`src/rtl/lfsr_pkg.sv`:
```
// lfsr_pkg: shared LFSR constants, FSM states and the Galois step function
package lfsr_pkg;
  localparam int LFSR_WIDTH = 32;
  localparam logic [LFSR_WIDTH-1:0] DEF_TAPS = 32'h80200003;
  localparam logic [LFSR_WIDTH-1:0] DEF_SEED = 32'hACE10001;
  typedef enum logic {WARMUP, READY} fsm_e;
  function automatic logic [LFSR_WIDTH-1:0] lfsr_next(input logic [LFSR_WIDTH-1:0] s, input logic [LFSR_WIDTH-1:0] taps);
    return (s >> 1) ^ (s[0] ? taps : '0);
  endfunction
endpackage

```
`src/rtl/lfsr_rand_sched_if.sv`:
```
// lfsr_rand_sched_if: seed, request/grant and random-word bus of the scheduler
interface lfsr_rand_sched_if #(parameter int NREQ = 4, parameter int WIDTH = 32);
  logic seed_valid;
  logic [WIDTH-1:0] seed_data;
  logic seed_ready;
  logic [NREQ-1:0] req;
  logic [NREQ-1:0] gnt;
  logic rnd_valid;
  logic [WIDTH-1:0] rnd_data;
  logic busy;
  logic lockup;
  modport master(output seed_valid, seed_data, req, input seed_ready, gnt, rnd_valid, rnd_data, busy, lockup);
  modport slave(input seed_valid, seed_data, req, output seed_ready, gnt, rnd_valid, rnd_data, busy, lockup);
endinterface

```
`src/rtl/lfsr_core.sv`:
```
// lfsr_core: Galois LFSR register; load overrides step
module lfsr_core import lfsr_pkg::*; #(
  parameter int WIDTH = LFSR_WIDTH,
  parameter logic [WIDTH-1:0] TAPS = DEF_TAPS,
  parameter logic [WIDTH-1:0] SEED = DEF_SEED
) (
  input  logic clk,
  input  logic rst,
  input  logic load,
  input  logic [WIDTH-1:0] load_val,
  input  logic step,
  output logic [WIDTH-1:0] state
);
  logic [WIDTH-1:0] state_q;
  always_ff @(posedge clk or posedge rst)
    if (rst) state_q <= SEED;
    else if (load) state_q <= load_val;
    else if (step) state_q <= lfsr_next(state_q, TAPS);
  assign state = state_q;
endmodule

```
`src/rtl/lfsr_rand_sched.sv`:
```
// lfsr_rand_sched: round-robin distribution of Galois LFSR words with seeding and warm-up
module lfsr_rand_sched import lfsr_pkg::*; #(
  parameter int NREQ = 4,
  parameter int WIDTH = LFSR_WIDTH,
  parameter logic [WIDTH-1:0] TAPS = DEF_TAPS,
  parameter logic [WIDTH-1:0] SEED = DEF_SEED,
  parameter int WARM = 16
) (
  input logic clk,
  input logic rst,
  lfsr_rand_sched_if.slave bus
);
  localparam int PW = $clog2(NREQ);
  fsm_e fsm_q;
  logic [7:0] cnt_q;
  logic [PW-1:0] ptr_q, win_d, idx;
  logic [NREQ-1:0] gnt_q;
  logic rnd_valid_q, lockup_q, hit, zero, take_seed, grant, load, step;
  logic [WIDTH-1:0] rnd_data_q, state, load_val;
  lfsr_core #(.WIDTH(WIDTH), .TAPS(TAPS), .SEED(SEED)) u_core (
    .clk(clk), .rst(rst), .load(load), .load_val(load_val), .step(step), .state(state)
  );
  // descending scan so the nearest set bit after ptr_q is written last
  always_comb begin
    win_d = ptr_q;
    hit = 1'b0;
    idx = '0;
    for (int i = NREQ; i >= 1; i--) begin
      idx = PW'((int'(ptr_q) + i) % NREQ);
      if (bus.req[idx]) begin
        win_d = idx;
        hit = 1'b1;
      end
    end
  end
  assign zero = state == '0;
  assign take_seed = fsm_q == READY && !zero && bus.seed_valid;
  assign grant = fsm_q == READY && !zero && !bus.seed_valid && hit;
  assign load = zero || take_seed;
  assign load_val = (zero || bus.seed_data == '0) ? SEED : bus.seed_data;
  assign step = fsm_q == WARMUP || grant;
  always_ff @(posedge clk or posedge rst)
    if (rst) begin
      fsm_q <= WARMUP;
      cnt_q <= '0;
      ptr_q <= PW'(NREQ - 1);
      gnt_q <= '0;
      rnd_valid_q <= 1'b0;
      rnd_data_q <= '0;
      lockup_q <= 1'b0;
    end else begin
      gnt_q <= grant ? (NREQ'(1) << win_d) : '0;
      rnd_valid_q <= grant;
      if (grant) begin
        rnd_data_q <= state;
        ptr_q <= win_d;
      end
      if (zero) lockup_q <= 1'b1;
      if (fsm_q == WARMUP) begin
        cnt_q <= cnt_q == 8'(WARM - 1) ? '0 : cnt_q + 8'd1;
        if (cnt_q == 8'(WARM - 1)) fsm_q <= READY;
      end else if (take_seed) begin
        cnt_q <= '0;
        fsm_q <= WARMUP;
      end
    end
  assign bus.gnt = gnt_q;
  assign bus.rnd_valid = rnd_valid_q;
  assign bus.rnd_data = rnd_data_q;
  assign bus.busy = fsm_q == WARMUP;
  assign bus.seed_ready = fsm_q == READY;
  assign bus.lockup = lockup_q;
endmodule

```
`src/flat_wrapper.sv`:
```
// flat-port wrapper written by rule: the top's interface ports become plain ports
module lfsr_rand_sched_flat import lfsr_pkg::*;
#(
  parameter int NREQ = 4,
  parameter int WIDTH = LFSR_WIDTH,
  parameter logic [WIDTH-1:0] TAPS = DEF_TAPS,
  parameter logic [WIDTH-1:0] SEED = DEF_SEED,
  parameter int WARM = 16
)
  (clk, rst, bus_seed_valid, bus_seed_data, bus_req, bus_seed_ready, bus_gnt, bus_rnd_valid, bus_rnd_data, bus_busy, bus_lockup);
  lfsr_rand_sched_if #(.NREQ(NREQ), .WIDTH(WIDTH)) bus_i ();
  input logic clk;
  input logic rst;
  input wire logic [$bits(bus_i.seed_valid)-1:0] bus_seed_valid;
  input wire logic [$bits(bus_i.seed_data)-1:0] bus_seed_data;
  input wire logic [$bits(bus_i.req)-1:0] bus_req;
  output wire logic [$bits(bus_i.seed_ready)-1:0] bus_seed_ready;
  output wire logic [$bits(bus_i.gnt)-1:0] bus_gnt;
  output wire logic [$bits(bus_i.rnd_valid)-1:0] bus_rnd_valid;
  output wire logic [$bits(bus_i.rnd_data)-1:0] bus_rnd_data;
  output wire logic [$bits(bus_i.busy)-1:0] bus_busy;
  output wire logic [$bits(bus_i.lockup)-1:0] bus_lockup;
  assign bus_i.seed_valid = bus_seed_valid;
  assign bus_i.seed_data = bus_seed_data;
  assign bus_i.req = bus_req;
  assign bus_seed_ready = bus_i.seed_ready;
  assign bus_gnt = bus_i.gnt;
  assign bus_rnd_valid = bus_i.rnd_valid;
  assign bus_rnd_data = bus_i.rnd_data;
  assign bus_busy = bus_i.busy;
  assign bus_lockup = bus_i.lockup;
  lfsr_rand_sched #(.NREQ(NREQ), .WIDTH(WIDTH), .TAPS(TAPS), .SEED(SEED), .WARM(WARM)) u_core (.clk(clk), .rst(rst), .bus(bus_i));
endmodule
```
`config.mk`:
```
export PLATFORM = sky130hd
export DESIGN_NAME = lfsr_rand_sched_flat
export DESIGN_NICKNAME = d
export VERILOG_FILES = /design/src/rtl/lfsr_pkg.sv /design/src/rtl/lfsr_rand_sched_if.sv /design/src/rtl/lfsr_core.sv /design/src/rtl/lfsr_rand_sched.sv /design/src/flat_wrapper.sv
export SDC_FILE = /design/constraint.sdc
export NUM_CORES = 1
export LEC_CHECK = 0
export CAP_MARGIN = 20
export CELL_PAD_IN_SITES_DETAIL_PLACEMENT = 0
export CELL_PAD_IN_SITES_GLOBAL_PLACEMENT = 2
export CORE_ASPECT_RATIO = 0.8
export CORE_MARGIN = 10
export CORE_UTILIZATION = 32
export DETAILED_ROUTE_END_ITERATION = 8
export PLACE_DENSITY = 0.77
export SLEW_MARGIN = 20
export SYNTH_ARGS = -nofsm -noshare
export SYNTH_HDL_FRONTEND = slang
export SYNTH_SLANG_ARGS = --single-unit
export TNS_END_PERCENT = 10
```
`constraint.sdc`:
```
create_clock -name clk -period 3.5 [get_ports clk]
set_clock_uncertainty 0.15 [all_clocks]
set_input_delay 0.7 -clock clk [delete_from_list [all_inputs] [get_ports clk]]
set_output_delay 0.7 -clock clk [all_outputs]
set_load 0.03 [all_outputs]
```
==> out/results.env <==
FINALNONFILLERCELLS=549
SYNTH.NET_COUNT=363
SYNTH_FLOP_CELL='sky130_fd_sc_hd__dfrtp_1'
SYNTHESIS.AREA_PER_INSTANCE_UM2=11.3
LONGEST_CLK_PATH_BUFS=2
POST-PLACE-CELLS=533
CELLLEAKAGEPOWER_nW=2.00
CTS.CLK_SLEW.WORST_PATHS_PS=60
CAP_VIOLATIONS=0
FINALWIRELENGTH_UM=9970
TOTAL_CONGESTION_OVERFLOW=0
ASYNC_RESET_FF_SHARE_PCT=100
INSERTEDDIODECOUNT=0
FINAL_COMMON_CELL='sky130_fd_sc_hd__clkdlybuf4s50_1'
SYNTH_SEQ_CELLS=81
CTS-RESIZED-GATES=0
STATUS='finished, final reports clean'
FP.DIEAREA_UM2=16100
ROUTE.DETAILED.DRC=0
AREA_GROWTH_SYN_TO_LAYOUT_PCT=32.8
TRITONCTS_CLOCK_TREE='built'
HOLD_PATH.CLASS='flop to flop'
CRIT_PATH_MAX_INCR_DELAY_PS=720
MAXSLEWVIOLCOUNT=0
TIMING.SETUP.TNS_PS=0
NUMBER_OF_WARNING_MESSAGES_IN_THE_YOSYS_LOG=0
DP_HPWL_UM=7040
FINAL_SETUP_VIOLATION_COUNT=0
LAYOUT.CELL_AREA.NON_FILLER_UM2=4830
POST_SYNTHESIS_INSTANCE_AREA_UM2=3640
DRT_ITER0_DRCS=268
NUMCTSBUFFERS=9
CLK_ROOT_BUFFER_CELL='sky130_fd_sc_hd__clkbuf_16'
POWER_mW=4.52
CRIT_FANOUT=26
WL_PER_CELL_UM=18.2
PLACE.PORT_BUFFERS=78
DETAILEDROUTE.FIRSTPASSITERATIONCOUNT=5
CTSHOLDBUFFERS=0
CRITPATHSLOWESTCELL='sky130_fd_sc_hd__a21o_1'
GRT_SETUP_UNREPAIRED='false'
GRT_FIRST_PASS_WIRELENGTH_UM=16300
GLOBALPLACE.CONGESTION=0.800
POSTPLACECELLAREA_UM2=4570
IR_DROP_mV=0.362
LAYOUT-DRIVE-GT1-SHARE_PCT=16.3
DRT.ANTENNA.VIOLATING_NETS=0
GRT.TOTAL_USAGE_PCT=12.4
WORST_SLEW_MARGIN_REL_PCT=40.3
DESIGN.FINAL.NETS=441
CP_CELL_SEQUENCE='inv_1 > ha_1 > nor4b_1 > and4_4 > a21o_1 > o21ai_0 > o22ai_1'
POWER.DENSITY_nW_PER_UM2=936
TIMING.CRITICAL_PATH.REQUIRED_PS=3600
INITIAL_CORE_UTIL_PCT=33.1
WORST-PATH-BUF-INV=1
POST_CTS_BUFFERS=0
IOPINCOUNT=79
DIE-WIDTH_UM=139
CRITICAL_PATH_ARRIVAL_PS=2900
NUMBER_OF_ENABLE_FLIP_FLOP_CELLS_AFTER_SYNTHESIS=0
NUM_VIAS=2873
CLOCK_INSERTION_DELAY_WORST_SKEW_PS=330
ROWS=34
CRITPATHLAUNCHTYPE='flop'
PERIOD_SHARE_PCT=80.0
POST_SYNTH_NUM_CELL_TYPES=42
DRT-VIAS-PER-INSTANCE=5.23
SYN-INSTANCE-COUNT=322
TIMING.CRITICAL_PATH.MAX_DELAY_FAMILY='compound AO/OA/AOI/OAI gates'
CORE_AREA_UM2=11000
TIGHTESTPINTRANSITION_PS=895
PERIOD_NEEDED_PS=2800
SYNTH_SEQ_AREA_SHARE_PCT=56.1
END_KIND='flop'
TIMING.SETUP.CRITICAL_PATH_CLASS='flop to flop'
REPORT.FINAL.HOLD_VIOL_COUNT=0
CLOCK.FMAX_MHz=357
FIRST_GLOBAL_VIAS=2987
INITIAL_ANTENNA_VIOLATION_COUNT=0
MAXIMUM_NUMBER_OF_PINS_ON_ONE_NET_BEFORE_GLOBAL_ROUTE_REPAIR=82
HTREE_NUM_LEVELS=3
VERTICAL_EXTENT_OF_THE_DIE_UM=115
MOSTFREQUENTLAYOUTCELLS='78 x sky130_fd_sc_hd__clkdlybuf4s50_1, 70 x sky130_fd_sc_hd__dfrtp_1, 50 x sky130_fd_sc_hd__nor2_1'
CLOCK_SINK_COUNT=81
## flip-flops by register name (all words and copies together), names as in the netlist
name and flops:
u_core.u_core.state 32, u_core.bus.gnt 4, u_core.ptr_q 2, u_core.bus.seed_ready 1, u_core.bus.lockup 1, u_core.bus.rnd_data 32
u_core.bus.rnd_valid 1, u_core.cnt_q 8
## metrics by stage
| step | setup WS, ps | util, % | hold WS [ps] |
|---|---|---|---|
| 6_report | 702 | 44.0 | 330 |
| 5_1_grt | 525 | 44.0 | 359 |
| 3_3_place_gp | 657 | 41.6 | 305 |
| 4_1_cts | 711 | 44.0 | 332 |
| 3_5_place_dp | 572 | 41.6 | 320 |
| 2_1_floorplan | 588 | - | 322 |
## path summary, 6_finish.rpt
path                                        startpoint                 endpoint  slack [ps]  depth (start not counted)
worst max-delay path            u_core.u_core.state[0]   u_core.u_core.state[0]         700                          7
worst min-delay path                 u_core.bus.lockup        u_core.bus.lockup         330                          1
worst max register to register  u_core.u_core.state[0]   u_core.u_core.state[0]         700                          7
worst min register to register       u_core.bus.lockup        u_core.bus.lockup         330                          1
max in group asynchronous                          rst  u_core.u_core.state[22]        2180                          3
min in group asynchronous                          rst        u_core.bus.gnt[2]         640                          3
## cells by family (layout without fill, tap and decap cells)
family	after synthesis	count (layout)	synth area share, %
adders and majority gates	2	2	0.688
AOI/OAI and AO/OA	75	75	14.9
DFF	81	81	56.1
and+or+nand+nor	99	99	12.7
xor gates and xnor gates	5	5	1.20
muxes	33	33	10.6
buffers and inverters	27	110	3.72
## worst register-to-register path, stage by stage, from the launching register on
cell and delay, ps:
sky130_fd_sc_hd__dfstp_2 400, sky130_fd_sc_hd__inv_1 100, sky130_fd_sc_hd__ha_1 150, sky130_fd_sc_hd__nor4b_1 450, sky130_fd_sc_hd__and4_4 380, sky130_fd_sc_hd__a21o_1 720, sky130_fd_sc_hd__o21ai_0 210, sky130_fd_sc_hd__o22ai_1 150
## routing by layer
layer / GRT usage (%) / vias to the layer above / wire (µm)
met1: 15.9 / 1419 / 4700
met5: 0 / - / 0
met2: 18.7 / 89 / 4430
met4: 3.82 / 0 / 106
met3: 5.19 / 11 / 732
li1: - / 1354 / -
## layout make-up
cell class	instances	area, µm²
multi-input combinational	214	1460
tap	144	180
clock buffer	15	258
inverter	9	35.0
fill	1028	6150
sequential	81	2040
timing repair buffer	85	846
clock inverter	1	5.00
## report_power, final
group	internal, mW	switching [mW]
Clock	0.500	0.355
Sequential	1.43	0.396
Combinational	0.898	0.943
Total	2.83	1.69
## cells in the mapped netlist, types with 2 or more instances
master,count,area (µm²)
sky130_fd_sc_hd__o22ai_1,3,18.8
sky130_fd_sc_hd__buf_2,9,45.0
sky130_fd_sc_hd__mux2_4,4,60.1
sky130_fd_sc_hd__a21o_1,2,15.0
sky130_fd_sc_hd__nand2_1,14,52.6
sky130_fd_sc_hd__buf_4,2,15.0
sky130_fd_sc_hd__ha_1,2,25.0
sky130_fd_sc_hd__dfstp_2,11,289
sky130_fd_sc_hd__inv_1,8,30.0
sky130_fd_sc_hd__mux2_2,28,315
sky130_fd_sc_hd__and3_1,3,18.8
sky130_fd_sc_hd__a221oi_1,22,193
sky130_fd_sc_hd__o21ai_0,12,60.1
sky130_fd_sc_hd__dfrtp_1,70,1750
sky130_fd_sc_hd__nor2_1,50,188
sky130_fd_sc_hd__nor3_1,3,15.0
sky130_fd_sc_hd__o21a_1,4,30.0
sky130_fd_sc_hd__nor4_1,16,100
sky130_fd_sc_hd__a22o_1,4,35.0
sky130_fd_sc_hd__xnor2_1,2,17.5
sky130_fd_sc_hd__clkbuf_1,5,18.8
sky130_fd_sc_hd__a21oi_1,13,65.1
sky130_fd_sc_hd__xor2_1,3,26.3
sky130_fd_sc_hd__o32ai_1,8,70.1
sky130_fd_sc_hd__nand4_1,4,25.0
sky130_fd_sc_hd__buf_6,2,22.5
sky130_fd_sc_hd__nand3_1,3,15.0
No activity file was read; power rests on OpenSTA's default activity.
